[src/rtl/vend_pkg.sv]
// Shared types and coin values for the vending accept and change-dispense FSMs.
package vend_pkg;

  typedef enum logic [2:0] {
    IDLE,
    SELECT,
    EJECT,
    WAIT_SEEN,
    DONE
  } disp_state_t;

  localparam int COIN1_VAL = 1;
  localparam int COIN2_VAL = 2;

endpackage

[src/rtl/disp_timer.sv]
// Loadable down-counter shared by the eject pulse length and the coin-seen timeout.
module disp_timer #(
  parameter int CNT_W = 4
) (
  input  logic             clk,
  input  logic             rst_n,
  input  logic             ena,
  input  logic             start,
  input  logic [CNT_W-1:0] len,
  output logic             expired
);

  logic [CNT_W-1:0] cnt;

  // Loading len gives len+1 cycles until expired, counted in enabled cycles only.
  always_ff @(posedge clk or negedge rst_n) begin
    if (!rst_n) begin
      cnt <= '0;
    end else if (ena) begin
      if (start) begin
        cnt <= len;
      end else if (cnt != '0) begin
        cnt <= cnt - CNT_W'(1);
      end
    end
  end

  assign expired = (cnt == '0);

endmodule

[src/rtl/change_dispenser.sv]
// Change payout controller: greedy 2/1 rupee coin selection, timed eject pulses,
// exit-sensor confirmation with jam timeout, and per-denomination inventory.
module change_dispenser
  import vend_pkg::*;
#(
  parameter int AMT_W       = 4,
  parameter int INV_W       = 6,
  parameter int PULSE_CYC   = 4,
  parameter int ACK_TIMEOUT = 15
) (
  input  logic             clk,
  input  logic             rst_n,
  input  logic             ena,
  input  logic             req_valid,
  input  logic [AMT_W-1:0] req_amount,
  output logic             req_ready,
  input  logic             load,
  input  logic [INV_W-1:0] load_cnt1,
  input  logic [INV_W-1:0] load_cnt2,
  output logic             eject1,
  output logic             eject2,
  input  logic             coin_seen,
  output logic             done,
  output logic             short,
  output logic             jam,
  output logic [AMT_W-1:0] remaining,
  output logic [INV_W-1:0] inv1,
  output logic [INV_W-1:0] inv2
);

  localparam int TMAX  = (PULSE_CYC > ACK_TIMEOUT) ? PULSE_CYC : ACK_TIMEOUT;
  localparam int CNT_W = $clog2(TMAX + 1);

  disp_state_t      state;
  logic [AMT_W-1:0] rem;
  logic             coin2;
  logic             take1;
  logic             take2;
  logic             timer_start;
  logic [CNT_W-1:0] timer_len;
  logic             expired;

  assign take2 = (rem >= AMT_W'(COIN2_VAL)) && (inv2 != '0);
  assign take1 = !take2 && (rem >= AMT_W'(COIN1_VAL)) && (inv1 != '0);

  assign req_ready = (state == IDLE) && !load;

  // The timer is armed for the pulse when a coin is chosen, and re-armed for the
  // timeout on the last pulse cycle so both windows start on state entry.
  assign timer_start = ((state == SELECT) && (take1 || take2)) ||
                       ((state == EJECT) && expired);
  assign timer_len   = (state == SELECT) ? CNT_W'(PULSE_CYC - 1) : CNT_W'(ACK_TIMEOUT - 1);

  disp_timer #(
    .CNT_W(CNT_W)
  ) u_timer (
    .clk    (clk),
    .rst_n  (rst_n),
    .ena    (ena),
    .start  (timer_start),
    .len    (timer_len),
    .expired(expired)
  );

  always_ff @(posedge clk or negedge rst_n) begin
    if (!rst_n) begin
      state     <= IDLE;
      rem       <= '0;
      coin2     <= 1'b0;
      inv1      <= '0;
      inv2      <= '0;
      eject1    <= 1'b0;
      eject2    <= 1'b0;
      done      <= 1'b0;
      short     <= 1'b0;
      jam       <= 1'b0;
      remaining <= '0;
    end else if (ena) begin
      case (state)
        IDLE: begin
          if (load) begin
            inv1 <= load_cnt1;
            inv2 <= load_cnt2;
          end else if (req_valid) begin
            rem       <= req_amount;
            short     <= 1'b0;
            jam       <= 1'b0;
            remaining <= '0;
            state     <= SELECT;
          end
        end
        SELECT: begin
          if (take2) begin
            inv2   <= inv2 - INV_W'(1);
            coin2  <= 1'b1;
            eject2 <= 1'b1;
            state  <= EJECT;
          end else if (take1) begin
            inv1   <= inv1 - INV_W'(1);
            coin2  <= 1'b0;
            eject1 <= 1'b1;
            state  <= EJECT;
          end else begin
            short     <= (rem != '0);
            remaining <= rem;
            done      <= 1'b1;
            state     <= DONE;
          end
        end
        EJECT: begin
          if (expired) begin
            eject1 <= 1'b0;
            eject2 <= 1'b0;
            state  <= WAIT_SEEN;
          end
        end
        WAIT_SEEN: begin
          // A stuck coin stays deducted from inventory but not from the amount owed.
          if (coin_seen) begin
            rem   <= rem - (coin2 ? AMT_W'(COIN2_VAL) : AMT_W'(COIN1_VAL));
            state <= SELECT;
          end else if (expired) begin
            jam       <= 1'b1;
            remaining <= rem;
            done      <= 1'b1;
            state     <= DONE;
          end
        end
        DONE: begin
          done  <= 1'b0;
          state <= IDLE;
        end
        default: begin
          state <= IDLE;
        end
      endcase
    end
  end

endmodule

[config.mk]
export PLATFORM = sky130hd
export DESIGN_NAME = change_dispenser
export DESIGN_NICKNAME = d
export VERILOG_FILES = /design/src/rtl/vend_pkg.sv /design/src/rtl/disp_timer.sv /design/src/rtl/change_dispenser.sv
export SDC_FILE = /design/constraint.sdc
export NUM_CORES = 1
export LEC_CHECK = 0
export ABC_AREA = 1
export CORE_MARGIN = 3
export CORE_UTILIZATION = 26
export DETAILED_ROUTE_END_ITERATION = 12
export MAX_ROUTING_LAYER = met4
export PLACE_DENSITY = 0.46
export SLEW_MARGIN = 5
export SYNTH_ARGS = -nofsm -noshare
export SYNTH_HDL_FRONTEND = slang
export SYNTH_SLANG_ARGS = --single-unit
[constraint.sdc]
create_clock -name clk -period 3.2 [get_ports clk]
set_clock_uncertainty 0.2 [all_clocks]
set_input_delay 0.48 -clock clk [delete_from_list [all_inputs] [get_ports clk]]
set_output_delay 0.48 -clock clk [all_outputs]
set_load 0.02 [all_outputs]
# After elaboration in Yosys (flattened, before gate mapping)
# Cells that the tools add are included.
# totals
ff_bits,33
in_bits,22
out_inout_bits,22
word_cells,118
# classes
n_addsub,4
n_lt_le_gt_ge,2
eq_ne,16
mux,49
reduce_logical,35
# ops
cell,n
two-way mux 4 bit,12
two-way mux 6 bit,5
case mux 6 bit (2 select lines),2
inequality test 2 bit (second input constant),11
two-way mux 3 bit,7
AND reduction 5 bit,4
AND reduction 6 bit,3
two-way mux 1 bit,14
case mux 3 bit (4 select lines),1
case mux 4 bit (3 select lines),1
nonzero test 6 bit,2
subtractor 6 x 1 -> 6 bit (second input constant),2
nonzero test 2 bit,5
case mux 1 bit (2 select lines),4
case mux 4 bit (2 select lines),1
AND reduction 4 bit,2
AND reduction 8 bit,1
nonzero test 4 bit,2
equality test 3 x 2 -> 1 bit (second input constant),2
logical AND 1 bit,6
nonzero test 3 bit,2
greater-or-equal comparator 4 x 1 -> 1 bit (second input constant),1
greater-or-equal comparator 4 x 2 -> 1 bit (second input constant),1
logical NOT 4 bit,1
12 further kinds,14

# Longest topological paths before layout
# Gate-level depths: netlist of the first run.
# depth
word_depth,10
mapped_depth,10
mapped_depth_nobuf,10

# Hierarchy
# A second synthesis of the first run with hierarchy kept.
# unflattened
hier_cells,309
area_unflattened_um2,2204.6
# by_module_without_submodules
mod,instances,cells_per_inst,area_per_inst_um2,seq_area_each_um2
change_dispenser,1,268,1935.6,725.7
disp_timer,1,41,269.0,100.1

# Least setup slack after synthesis of the first run
# No wires, ideal clock.
# synth_path
path_kind,register -> register
start,reg inv2[0]
end,reg short
setup_time_ns,0.129
arrival_ns,1.491
required_time_ns,2.871
path_slack_ns,1.380
path_stages_with_launch,10
n_path_buf,0
synth_period_minus_slack_ns,1.820
cell_sequence,dfrtp_1 -> inv_1 -> ha_1 -> nand3_1 -> nand2_1 -> nand2_1 -> nand2_2 -> nand2_1 -> o21ai_0 -> o21ai_0
# synth_via
elab_chain_cells,7
word_cells_on_any_way,8
classes_between,eq/ne (2); reduce/logical (6)
# synth_lines
element,line,source
from (decl),change_dispenser.sv:28,output logic [INV_W-1:0] inv2
from (signal assigned),change_dispenser.sv:83,inv2 <= load_cnt2;
from (signal assigned),change_dispenser.sv:94,inv2 <= inv2 - INV_W'(1);
nonzero test 6 bit (*),change_dispenser.sv:43,assign take2 = (rem >= AMT_W'(COIN2_VAL)) && (inv2 != '0);
logical AND 1 bit (*),change_dispenser.sv:43,
logical NOT 1 bit,change_dispenser.sv:44,assign take1 = !take2 && (rem >= AMT_W'(COIN1_VAL)) && (inv1 != '0);
logical AND 1 bit (2 in a row),change_dispenser.sv:44,
inequality test 2 bit (no line),n/a,
AND reduction 6 bit (no line) (*),n/a,
to (signal assigned),change_dispenser.sv:104,short <= (rem != '0);
to (decl),change_dispenser.sv:24,"output logic short,"
# Every way passes the cells marked *; elsewhere a longest branch is shown, timed or not.
# A chain may end at the register's enable or synchronous reset.

# Final worst setup path of the first run
# layout_path
start,reg state[2]
end,out req_ready
# layout_via
elab_chain_cells,2
# layout_lines
element,line,source
from (decl),change_dispenser.sv:34,disp_state_t state;
from (signal assigned),change_dispenser.sv:67,state <= IDLE;
from (signal assigned),change_dispenser.sv:89,state <= SELECT;
from (signal assigned),change_dispenser.sv:97,state <= EJECT;
logical NOT 3 bit,change_dispenser.sv:46,assign req_ready = (state == IDLE) && !load;
logical AND 1 bit,change_dispenser.sv:46,
to (decl),change_dispenser.sv:16,"output logic req_ready,"
# No other way between the ends.

==> impl_metrics.env, run 1 <==
export IMPL_status="finished, final reports clean"
export IMPL_period_share_pct=77.0
export IMPL_relSlewSlack_pct=68.0
export IMPL_rr_startpoint="state[2]"
export IMPL_cts_hold_fix_buffers=0
export IMPL_die_area_sq_um=9040
export IMPL_fin_nets=369
export IMPL_critPathMaxFanout=7
export IMPL_yosysMostFrequentCell="nand2_1"
export IMPL_fp_row_count=31
export IMPL_finalSetupViolCount=0
export IMPL_ctsResizeCount=0
export IMPL_synth_edf_count=0
export IMPL_clk_latency_ns=0.28
export IMPL_fmax_ghz=0.406
export IMPL_final_min_clock_period_ns=2.46
export IMPL_finalHoldViolations=0
export IMPL_grt_ovfl_total=0
export IMPL_synthTopCellsByArea="dfrtp_1 40%, nand2_1 17%, inv_1 6.2%, o21ai_0 6.1%, nand3_1 5.1%"
export IMPL_drv_slew=0
export IMPL_crit_path_start="state[2]"
export IMPL_critPathSlowestCell="clkdlybuf4s50_1"
export IMPL_drtIter0Drc=84
export IMPL_ys_seq_area_share_pct=40.0
export IMPL_clk_path_buf_depth=2
export IMPL_hold_start="remaining[3]"
export IMPL_die_width_microns=95.1
export IMPL_num_vias=1930
export IMPL_crit_type="reg -> out"
export IMPL_synthToLayoutAreaGrowth_pct=31.3
export IMPL_synth_seq_cells=33
export IMPL_start_kind="register"
export IMPL_power_density_nw_per_um2=1020
export IMPL_wl_per_cell_microns=11.8
export IMPL_wl_met1_microns=2710
export IMPL_dp_hpwl_microns=3900
export IMPL_yosysUniqueCellTypes=26
export IMPL_dp_slack_ns=0.899
export IMPL_async_flop_share_pct=100
export IMPL_syn_area_sq_um=2060
export IMPL_gp_congestion=0.803
export IMPL_worstSetupEndpointType="output pin"
export IMPL_rsz0062_at_grt="false"
export IMPL_vdd_drop_max_mv=0.361
export IMPL_postCtsSetupRepairBufs=0
export IMPL_initial_utilization_pct=27.5
export IMPL_arrival_ns=1.78
export IMPL_syn_inst=294
export IMPL_drt_antenna_violating_nets=0
export IMPL_avgSynthCellArea_sq_um=7.01
export IMPL_grt_max_degree=34
export IMPL_synth_flop_cell="dfrtp_1"
export IMPL_die_y_microns=95.1
export IMPL_synth_top_area_share_pct=40.0
export IMPL_coreArea_sq_um=7490
export IMPL_met2WireLength_microns=2280
export IMPL_clk_pin_slew_ns=0.07
export IMPL_ys_warn_count=0
export IMPL_place_inst=433
export IMPL_grt_usage_pct=13.1
export IMPL_diodes=0
export IMPL_power_leakage_nw=1.32
export IMPL_drv_cap=0
export IMPL_grt_pass1_vias=1929
export IMPL_drive_gt1_share_pct=7.31
export IMPL_antenna_found_initial=0
export IMPL_drt_vias_per_instance=4.38
export IMPL_cts_made_buffers=5
export IMPL_top_layer="met4"
export IMPL_cts_tree="built"
export IMPL_worst_pin_slew_ns=0.478
export IMPL_clock_sinks=33
export IMPL_port_buffers=43
export IMPL_htree_levels=2
export IMPL_synthTopCellsByCount="94 x nand2_1, 34 x inv_1, 33 x dfrtp_1"
export IMPL_grt_pass1_wl_microns=9160
export IMPL_syn_num_nets=322
export IMPL_dr_wl_met3_microns=194
export IMPL_finalPower_mw=2.75
export IMPL_fin_cells=441
export IMPL_drc_errors=0
export IMPL_synth_top_cell_by_area="dfrtp_1"
export IMPL_setup_tns_ns=0
export IMPL_cts_root_buf="clkbuf_8"
export IMPL_crit_chain="nor2_2 > nand2_2 > nor2_1 > clkdlybuf4s50_1"
export IMPL_num_io_pins=44
export IMPL_worst_slack_ns=0.737
export IMPL_route_final_wire_length_microns=5220
export IMPL_worstPathRequired_ns=2.52
export IMPL_dr_pass1_iters=4
export IMPL_cp_slowest_stage_delay_ns=0.61
export IMPL_hp_class="reg -> reg"
-- per-stage QoR --
stage	instance area, sq um	util (%)	hold WS, ns
2_1_floorplan	2060	-	-0.0156
3_3_place_gp	2610	34.8	0.259
3_5_place_dp	2610	34.8	0.268
4_1_cts	2710	36.2	0.288
5_1_grt	2710	36.2	0.296
6_report	2710	36.2	0.278
-- logic make-up after synthesis --
kind of cell               after synthesis  synth area share [%]
muxes                                    1                 0.485
DFF                                     33                  40.0
buffers and inverters                   44                  8.19
and+or+nand+nor                        155                  31.9
AOI/OAI and AO/OA                       48                  12.4
xor gates and xnor gates                 7                  2.97
adders and majority gates                6                  4.00
-- state kept, by name, indices dropped and copies added (netlist names) --
signal / flops
inv2: 6
remaining: 4
inv1: 6
short: 1
eject1: 1
u_timer.cnt: 4
done: 1
coin2: 1
jam: 1
rem: 4
state: 3
eject2: 1
-- final timing paths --
check	slack (ns)	endpoint	depth (start not counted)
max reg2reg	1.09	remaining[0]	8
max	0.74	req_ready	4
min in group asynchronous	0.41	rem[3]	2
max in group asynchronous	2.08	u_timer.cnt[2]	2
min	0.28	remaining[3]	2
min reg2reg	0.28	remaining[3]	2
-- layout make-up --
cell class,instances,area (sq um)
fill,793,4780
tap,99,124
clock buffer,7,96.3
clock inverter,1,5.00
inverter,40,150
sequential,33,826
timing repair buffer,44,438
multi-input combinational,217,1070
-- per-layer routing --
layer	track usage, %	vias up
met4	3.25	0
li1	-	1039
met3	3.16	2
met2	19.7	34
met1	17.8	855
met5	-	-
-- critical path: cells and delay by family, from the launching register on --
kind	cells	cell delay [ns]
buffers and inverters	1	0.61
AND/OR/NAND/NOR	3	0.44
flip-flops	1	0.46
-- cells in the final DEF, fill, tap and decap left out, types with 2 or more instances in the layout --
cell type and count:
clkbuf_8 7, o21ai_0 25, ha_1 5, nand2_2 3
nor2_4 2, inv_1 34, nand2_1 94, nand4_1 4
nand3_1 21, clkdlybuf4s50_1 43, nor2_1 26, inv_2 6
o22ai_1 2, o21ai_1 10, nor2_2 3, a21oi_1 7
xor2_1 7, dfrtp_1 33
-- where the power goes --
group	total [mW]	internal [mW]	switching (mW)
Combinational	1.61	0.633	0.972
Clock	0.355	0.195	0.160
Sequential	0.787	0.617	0.170
Note: power is estimated with default switching activity, not from simulation.
==> inputs of run 2 (changes only) <==
==> constraint.sdc (replaced) <==
create_clock -name clk -period 2.5 [get_ports clk]
set_clock_uncertainty 0.2 [all_clocks]
set_input_delay 0.375 -clock clk [delete_from_list [all_inputs] [get_ports clk]]
set_output_delay 0.375 -clock clk [all_outputs]
set_load 0.02 [all_outputs]
==> run 2 against run 1 <==
Compared with the run above: cell count rose by 0.68%; clock power rose by 8.7%; largest cell class unchanged; largest power group unchanged; final area barely moved; sequential share of layout area barely moved; first-iteration DRC count fell by 43%.
==> impl_metrics.env, run 2 (synthesis gave the netlist of run 1 again) <==
export IMPL_wl_per_cell_microns=11.5
export IMPL_rr_startpoint="inv1[0]"
export IMPL_critPathSlowestCell="clkdlybuf4s50_1"
export IMPL_clk_latency_ns=0.28
export IMPL_hold_start="u_timer.cnt[1]"
export IMPL_fmax_ghz=0.428
export IMPL_diodes=0
export IMPL_initial_utilization_pct=27.5
export IMPL_p_clk_share_pct=11.2
export IMPL_drv_cap=0
export IMPL_setup_tns_ns=0
export IMPL_seq_area_sq_um=826
export IMPL_die_y_microns=95.1
export IMPL_cts_tree="built"
export IMPL_coreArea_sq_um=7490
export IMPL_rrSetupSlack_ns=0.49
export IMPL_period_share_pct=93.4
export IMPL_drive_gt1_share_pct=7.25
export IMPL_grt_pass1_wl_microns=8800
export IMPL_num_vias=1976
export IMPL_dp_hpwl_microns=3970
export IMPL_nFillCells=823
export IMPL_drt_antenna_violating_nets=0
export IMPL_finish_utilization_pct=36.2
export IMPL_ctsResizeCount=0
export IMPL_clk_path_buf_depth=2
export IMPL_multi_input_area_sq_um=1070
export IMPL_status="finished, final reports clean"
export IMPL_comb_power_share_pct=59.7
export IMPL_antenna_found_initial=0
export IMPL_drv_slew=0
export IMPL_layout_commonest_cell="nand2_1"
export IMPL_cts_root_buf="clkbuf_8"
export IMPL_grt_ovfl_total=0
export IMPL_synthToLayoutAreaGrowth_pct=31.3
export IMPL_power_density_nw_per_um2=1270
export IMPL_whs_ns=0.272
export IMPL_route_final_wire_length_microns=5090
export IMPL_vdd_drop_max_mv=0.447
export IMPL_switching_share_pct=47.5
export IMPL_gp_congestion=0.805
export IMPL_whs_endpoint="u_timer.cnt[1]"
export IMPL_num_io_pins=44
export IMPL_finalHoldViolations=0
export IMPL_met2WireLength_microns=2260
export IMPL_drtIter0Drc=48
export IMPL_fin_nets=372
export IMPL_crit_path_start="state[2]"
export IMPL_worstSetupEndpointType="output pin"
export IMPL_worstHoldPathCells=2
export IMPL_fp_row_count=31
export IMPL_htree_levels=2
export IMPL_drt_vias_per_instance=4.45
export IMPL_p_sw_mw=1.64
export IMPL_die_width_microns=95.1
export IMPL_worstPathRequired_ns=1.92
export IMPL_grt_usage_pct=12.7
export IMPL_finalSetupViolCount=0
export IMPL_die_area_sq_um=9040
export IMPL_grt_max_degree=34
export IMPL_drc_errors=0
export IMPL_final_cell_mix="94 x nand2_1, 43 x clkdlybuf4s50_1, 34 x inv_1"
export IMPL_cts_made_buffers=5
export IMPL_internal_power_mw=1.81
export IMPL_clock_sinks=33
export IMPL_largest_registers="inv1 x6, inv2 x6"
export IMPL_power_leakage_nw=1.32
export IMPL_top_layer="met4"
export IMPL_port_buffers=43
export IMPL_seqPwrFrac_pct=29.1
export IMPL_crit_type="reg -> out"
export IMPL_dr_wl_met3_microns=244
export IMPL_clk_pin_slew_ns=0.07
export IMPL_postCtsSetupRepairBufs=0
export IMPL_relSlewSlack_pct=71.1
export IMPL_critPathTopFamily="buffers and inverters"
export IMPL_start_kind="register"
export IMPL_crit_chain="nor2_2 > nand2_2 > nor2_1 > clkdlybuf4s50_1"
export IMPL_critPathMaxFanout=7
export IMPL_cp_num_buf_inv=1
export IMPL_cp_slowest_stage_delay_ns=0.61
export IMPL_wl_met1_microns=2530
export IMPL_arrival_ns=1.76
export IMPL_final_min_clock_period_ns=2.33
export IMPL_cts_hold_fix_buffers=0
export IMPL_worst_pin_slew_ns=0.433
export IMPL_r2r_end="state[2]"
export IMPL_ff2ff_path_depth=10
export IMPL_dr_pass1_iters=4
export IMPL_rsz0062_at_grt="false"
export IMPL_grt_pass1_vias=1905
export IMPL_hp_class="reg -> reg"
## run 2: cell count changes in the layout (fill, tap and decap cells not counted), sizes merged
cell    change
clkinv      -1
clkbuf      +1
buf         +3
## run 2: how the worst max path moves through the flow
| stage | end | cells after the start |
|---|---|---|
| global route | req_ready | 4 |
| CTS | req_ready | 4 |
| global placement | req_ready | 3 |
| detailed placement | req_ready | 3 |
| floorplan | short | 9 |
| finish | req_ready | 4 |
## run 2: power by group through the flow
| stage | Combinational (mW) | Sequential, mW | Clock [mW] |
|---|---|---|---|
| CTS | 2.10 | 1.01 | 0.402 |
| global route | 2.37 | 1.05 | 0.434 |
| finish | 2.06 | 1.01 | 0.386 |
| global placement | 2.08 | 1.02 | 0 |
| detailed placement | 2.10 | 1.01 | 0 |
| floorplan | 1.23 | 1.17 | 0 |
## run 2: worst reg2reg max path, cell delays in order, from the launching register on
cell     delay [ns]
dfrtp_1        0.39
inv_1          0.12
ha_1           0.26
nand3_1        0.14
nand2_1        0.09
nand2_1        0.08
nand2_2        0.17
nand2_1        0.15
nor2_4         0.15
nand3_1        0.11
nand2_1        0.07
## run 2: stage by stage
| stage | worst slack (ns) | total power [mW] | std cells | instance area (sq um) |
|---|---|---|---|---|
| CTS | 0.138 | 3.51 | 444 | 2710 |
| floorplan | 0.680 | 2.40 | 294 | 2060 |
| detailed placement | 0.414 | 3.11 | 436 | 2630 |
| global route | 0.0404 | 3.86 | 444 | 2710 |
| global placement | 0.417 | 3.09 | 436 | 2630 |
| finish | 0.166 | 3.45 | 444 | 2710 |
## run 2: cell type report
cell class              count  share of cell area, %
multi-input cells         217                   39.4
well taps                  99                   4.57
flip-flops and latches     33                   30.5
clock buffers               8                   2.96
inverters                  40                   5.55
repair buffers             47                   17.0
## run 2: per-layer routing
metal	global-route usage, %	vias to the layer above
met4	3.25	0
met5	-	-
met3	3.00	6
met2	20.2	38
met1	16.3	895
li1	-	1037
==> inputs of run 3 (changes only) <==
--- a/config.mk
+++ b/config.mk
@@ -9,6 +9,7 @@
 export CORE_MARGIN = 3
 export CORE_UTILIZATION = 26
 export DETAILED_ROUTE_END_ITERATION = 12
+export HOLD_SLACK_MARGIN = 0.03
 export MAX_ROUTING_LAYER = met4
 export PLACE_DENSITY = 0.46
 export SLEW_MARGIN = 5
==> results of run 3 <==
No change in the layout: final DEF, timing and power equal those of run 2.
